$ cat config.mk
export PLATFORM = sky130hd
export DESIGN_NAME = pipe_hazard_ctrl
export DESIGN_NICKNAME = d
export VERILOG_FILES = /design/src/rtl/pipe_hazard_ctrl.sv
export SDC_FILE = /design/constraint.sdc
export NUM_CORES = 1
export LEC_CHECK = 0
export BUFFER_PORTS_ARGS = -buffer_cell sky130_fd_sc_hd__buf_2
export CORE_MARGIN = 2
export CORE_UTILIZATION = 45
export CTS_CLUSTER_SIZE = 30
export DETAILED_ROUTE_END_ITERATION = 7
export GPL_TIMING_DRIVEN = 0
export PLACE_DENSITY = 0.79
export SLEW_MARGIN = 20
export SYNTH_ARGS = -nofsm -noshare
export SYNTH_HDL_FRONTEND = slang
export SYNTH_SLANG_ARGS = --single-unit
$ cat constraint.sdc
create_clock -name clk -period 1.6 [get_ports clk]
set_input_delay 0.08 -clock clk [delete_from_list [all_inputs] [get_ports clk]]
set_output_delay 0.08 -clock clk [all_outputs]
set_load 0.02 [all_outputs]
$ cat src/rtl/pipe_hazard_ctrl.sv
// Stall/flush sequencer for the 5-stage pipeline: load-use, MDU busy, branch squash, overflow entry.
// Latency: stall/flush/exc_pc_sel are same-cycle combinational; kill_W, mdu_done, epc, exc_count are registered.
// Backpressure: stall_F/stall_D hold the front end; a branch or overflow overrides any stall, and an overflow aborts the MDU.
//
// Ports:
//   clk, rst                   clock, synchronous active-high reset
//   rs_D, rt_D, mdu_use_D      ID-stage source registers and HI/LO / mult-div use
//   RegWr_E, MemtoReg_E,
//   RegWrDst_E, mdu_start_E    EX-stage write info and MDU issue
//   branch_taken_M,
//   if_overflow_M, PC_M        MEM-stage redirect, overflow and PC
//   stall_F, stall_D           hold PC and IF/ID
//   flush_D, flush_E, flush_M  bubble IF/ID, ID/EX, EX/MEM
//   kill_W                     registered writeback kill
//   exc_pc_sel                 select the exception vector
//   mdu_busy, mdu_done         MDU occupancy and free pulse
//   epc, exc_count             exception PC and saturating overflow count
module pipe_hazard_ctrl #(
  parameter int MDU_LAT   = 32,
  parameter int EXC_CNT_W = 8
) (
  input  logic                 clk,
  input  logic                 rst,
  input  logic [4:0]           rs_D,
  input  logic [4:0]           rt_D,
  input  logic                 mdu_use_D,
  input  logic                 RegWr_E,
  input  logic                 MemtoReg_E,
  input  logic [4:0]           RegWrDst_E,
  input  logic                 mdu_start_E,
  input  logic                 branch_taken_M,
  input  logic                 if_overflow_M,
  input  logic [31:0]          PC_M,
  output logic                 stall_F,
  output logic                 stall_D,
  output logic                 flush_D,
  output logic                 flush_E,
  output logic                 flush_M,
  output logic                 kill_W,
  output logic                 exc_pc_sel,
  output logic                 mdu_busy,
  output logic                 mdu_done,
  output logic [31:0]          epc,
  output logic [EXC_CNT_W-1:0] exc_count
);

  localparam int CNT_W = (MDU_LAT > 1) ? $clog2(MDU_LAT) : 1;
  localparam logic [CNT_W-1:0] CNT_LOAD = CNT_W'(MDU_LAT - 1);

  typedef enum logic {
    RUN      = 1'b0,
    MDU_BUSY = 1'b1
  } state_t;

  state_t               state_q, state_d;
  logic [CNT_W-1:0]     cnt_q, cnt_d;
  logic                 mdu_done_q, mdu_done_d;
  logic                 kill_q, kill_d;
  logic [31:0]          epc_q, epc_d;
  logic [EXC_CNT_W-1:0] exc_cnt_q, exc_cnt_d;

  logic load_use;
  logic mdu_stall;

  // Load in EX feeding ID: one bubble suffices since the load reaches MEM next cycle.
  assign load_use = MemtoReg_E && RegWr_E && (RegWrDst_E != 5'd0) &&
                    ((RegWrDst_E == rs_D) || (RegWrDst_E == rt_D));
  assign mdu_stall = (state_q == MDU_BUSY) && mdu_use_D;

  always_comb begin
    state_d    = state_q;
    cnt_d      = cnt_q;
    mdu_done_d = 1'b0;
    kill_d     = 1'b0;
    epc_d      = epc_q;
    exc_cnt_d  = exc_cnt_q;
    stall_F    = 1'b0;
    stall_D    = 1'b0;
    flush_D    = 1'b0;
    flush_E    = 1'b0;
    flush_M    = 1'b0;
    exc_pc_sel = 1'b0;

    // Pipeline control: overflow > branch > MDU/load-use stall (one shared stall set).
    if (if_overflow_M) begin
      exc_pc_sel = 1'b1;
      flush_D    = 1'b1;
      flush_E    = 1'b1;
      flush_M    = 1'b1;
    end else if (branch_taken_M) begin
      flush_D = 1'b1;
      flush_E = 1'b1;
      flush_M = 1'b1;
    end else if (load_use || mdu_stall) begin
      stall_F = 1'b1;
      stall_D = 1'b1;
      flush_E = 1'b1;
    end

    // MDU sequencing
    if (if_overflow_M) begin
      // Overflow aborts any in-flight MDU op without a done pulse.
      state_d = RUN;
      cnt_d   = '0;
    end else begin
      case (state_q)
        RUN: begin
          if (mdu_start_E && !branch_taken_M) begin
            state_d = MDU_BUSY;
            cnt_d   = CNT_LOAD;
          end
        end
        MDU_BUSY: begin
          // An op issued before a taken branch keeps running; re-issue is ignored.
          if (cnt_q == '0) begin
            state_d    = RUN;
            mdu_done_d = 1'b1;
          end else begin
            cnt_d = cnt_q - 1'b1;
          end
        end
        default: begin
          state_d = RUN;
          cnt_d   = '0;
        end
      endcase
    end

    // Exception capture
    if (if_overflow_M) begin
      kill_d = 1'b1;
      epc_d  = PC_M;
      if (exc_cnt_q != {EXC_CNT_W{1'b1}}) begin
        exc_cnt_d = exc_cnt_q + 1'b1;
      end
    end
  end

  always_ff @(posedge clk) begin
    if (rst) begin
      state_q    <= RUN;
      cnt_q      <= '0;
      mdu_done_q <= 1'b0;
      kill_q     <= 1'b0;
      epc_q      <= '0;
      exc_cnt_q  <= '0;
    end else begin
      state_q    <= state_d;
      cnt_q      <= cnt_d;
      mdu_done_q <= mdu_done_d;
      kill_q     <= kill_d;
      epc_q      <= epc_d;
      exc_cnt_q  <= exc_cnt_d;
    end
  end

  assign mdu_busy  = (state_q == MDU_BUSY);
  assign mdu_done  = mdu_done_q;
  assign kill_W    = kill_q;
  assign epc       = epc_q;
  assign exc_count = exc_cnt_q;

endmodule

==> run metrics <==
post-CTS resize count 0; CTS Buf Count 5; vias in the first global route about 1,700; CP bufs+invs 0; WHS approximately 16 ps; Die X 71.16 µm; Most used DFF post-synth dfxtp_1; EDFF count, synth 0; Max rail drop VDD roughly 0.67 mV; Reg clk slew, reported paths ~90 ps; CP peak stage delay 360 ps; Sequential Area 960.9 µm²; number of distinct library cells after synthesis 38; cts hold-fix bufs 0; Max-cap violations 0; sequential share of the synthesized area 47.35%; cell internal pwr 1788 µW; Initial Util 46.61%; port bufs 101; Critical Path End Type register; Worst Tran Pin Value 489.2 ps; clk_lat worst skew roughly 290 ps; Detailed Route WL between 4000 and 5000 µm; post-route ant nets 0; run status completed; Cell Chain, Critical Path ha_1 -> and4_1 -> a41o_2 -> o21ai_0 -> a21oi_1; first-pass GRT wire length 7189 µm; Clock Sinks 48; DRT Pass-1 Iters 4; RSZ-0062 raised after global routing no; Clock Power Share 30.7%; ANT cells 0; crit start category register; setup TNS after final layout 0 ps; Synth area leader dfxtp_1; Cell Area, Synth 2029 µm²; Setup Viol. Count Final 0; Residual DRC 0; leakage roughly 0.0014 µW; syn nets ~270; Flop pwr share 52.5%; Crit-path slowest cell dfxtp_1; sw frac 27.16%; Initial DRC Count 69; largest net degree at the start of global routing 16; clock tree buffer depth 2; Post-Synthesis Cells 209; # H-tree levels 2; Synth Warn # 0; Power Density around 910 nW/µm²; GRT overflow 0; FF+latch count, synth 48; Slew Limit Fails 0; gr usage total 17.66%; vias per inst approximately 4.8; clk_skew 2.544 ps; postcts setup bufs 0; CP Data Arrival Time 1690 ps; combinational share of power 16.8%; post-layout min period 1519 ps; Final Hold Viols 0; f_max between 600 and 700 MHz; initial antenna violation count 0; area of the multi-input gates 974.7 µm²; layout cells sized above 1 39.38%; top cells by instance count after synthesis dfxtp_1, nor2_1, mux2i_1, xor2_1, nor3_1; top cell type's share of synthesized area between 40% and 50%; clock root cell clkbuf_8; CTS tree yes; vias 1,796; Core Area around 4400 µm²; DP Wirelength between 3000 and 4000 µm; crit share post-route 94.97%; top cells by area, synth dfxtp_1, mux2i_1, nor2_1, xor2_1, nor3_1; Hold/Removal Path Class primary input to register; Req. time, crit path approximately 1800 ps; Die H 71.16 µm; WL/cell 11.85 µm; asr flop ratio synth 0%; Die ar. 5063 µm²; nets roughly 380; Synth Area per Inst 9.710 µm²; P_sw between 600 and 700 µW; worst-path maximum fanout 5; # rows 24; gpl congestion 0.7922; P&R area growth vs syn 33.60%; Filler Cell Count 373; flop-to-flop setup slack 80 ps; type of the worst setup path register to register; most frequent cell after synthesis dfxtp_1; Worst slew margin 67.39%; Largest delay share family, worst path compound AO/OA/AOI/OAI gates; I/O pin count 104
[logic make-up after synthesis]
logic type               synth area share, %
AO/OA/AOI/OAI                          8.015
XOR/XNOR                               5.179
adder cells (fa/ha/maj)                1.233
buffers and inverters                  4.623
flip-flops                             47.35
multiplexers                           16.83
AND/OR/NAND/NOR                        16.77
[power groups by stage]
stage          combinational, µW  sequential, µW  clock [µW]
2_1_floorplan                183            1380           0
3_3_place_gp                 405            1310           0
3_5_place_dp                 416            1320           0
4_1_cts                      416            1290         780
5_1_grt                      455            1300         832
6_report                     412            1290         753
[sequential cells by signal (all words and copies together), names as in the netlist]
register / count
mdu_busy: 1
kill_W: 1
epc: 32
exc_count: 8
cnt_q: 5
mdu_done: 1
[worst paths after layout]
| path | cells past startpoint | to | from |
|---|---|---|---|
| min reg2reg | 1 | mdu_done | cnt_q[4] |
| min | 3 | epc[27] | PC_M[27] |
| max reg2reg | 5 | exc_count[4] | exc_count[0] |
| max | 5 | exc_count[4] | exc_count[0] |
[cell usage in the layout (no fill, tap or decap), types with 2 or more instances in the layout]
cell,Yosys,routed
or3_1,2,2
dfxtp_1,48,48
o21ai_0,2,2
nor2_1,43,43
nand3_2,2,2
mux2i_1,33,33
buf_4,4,6
clkbuf_1,6,6
a211oi_1,4,4
ha_1,2,2
nand2_1,5,5
nor3_1,7,7
nand3_1,3,3
or4_1,2,2
xor2_1,11,11
inv_1,6,6
clkbuf_8,0,6
buf_2,3,104
a21oi_1,6,6
[worst min-delay path: stages]
cell and delay [ps]:
buf_2 70, mux2i_1 50, nor2_1 70
[per-stage QoR]
step | util (%) | power (µW) | setup WS, ps | cells | instance area, µm²
floorplan | - | 1567 | 49.03 | 209 | 2029
global placement | 59.71 | 1719 | 126.7 | 362 | 2600
detailed placement | 59.71 | 1731 | 99.78 | 362 | 2600
CTS | 61.93 | 2486 | 78.06 | 370 | 2696
global route | 62.27 | 2584 | 3.811 | 372 | 2711
finish | 62.27 | 2454 | 80.54 | 372 | 2711
[final cells by class]
class | instances | area share (%)
timing repair buffer | 103 | 19.20
clock inverter | 2 | 0.5076
buffer | 13 | 2.492
sequential | 48 | 35.44
inverter | 7 | 0.9691
multi-input combinational | 141 | 35.95
clock buffer | 6 | 3.046
tap | 52 | 2.400
[routing by layer]
layer,track usage (%),routed length (µm)
met4,5.451,18
met3,6.553,344
met2,29.22,2072
met5,0,0
met1,21.36,1972
Note: power is estimated with default switching activity, not from simulation.
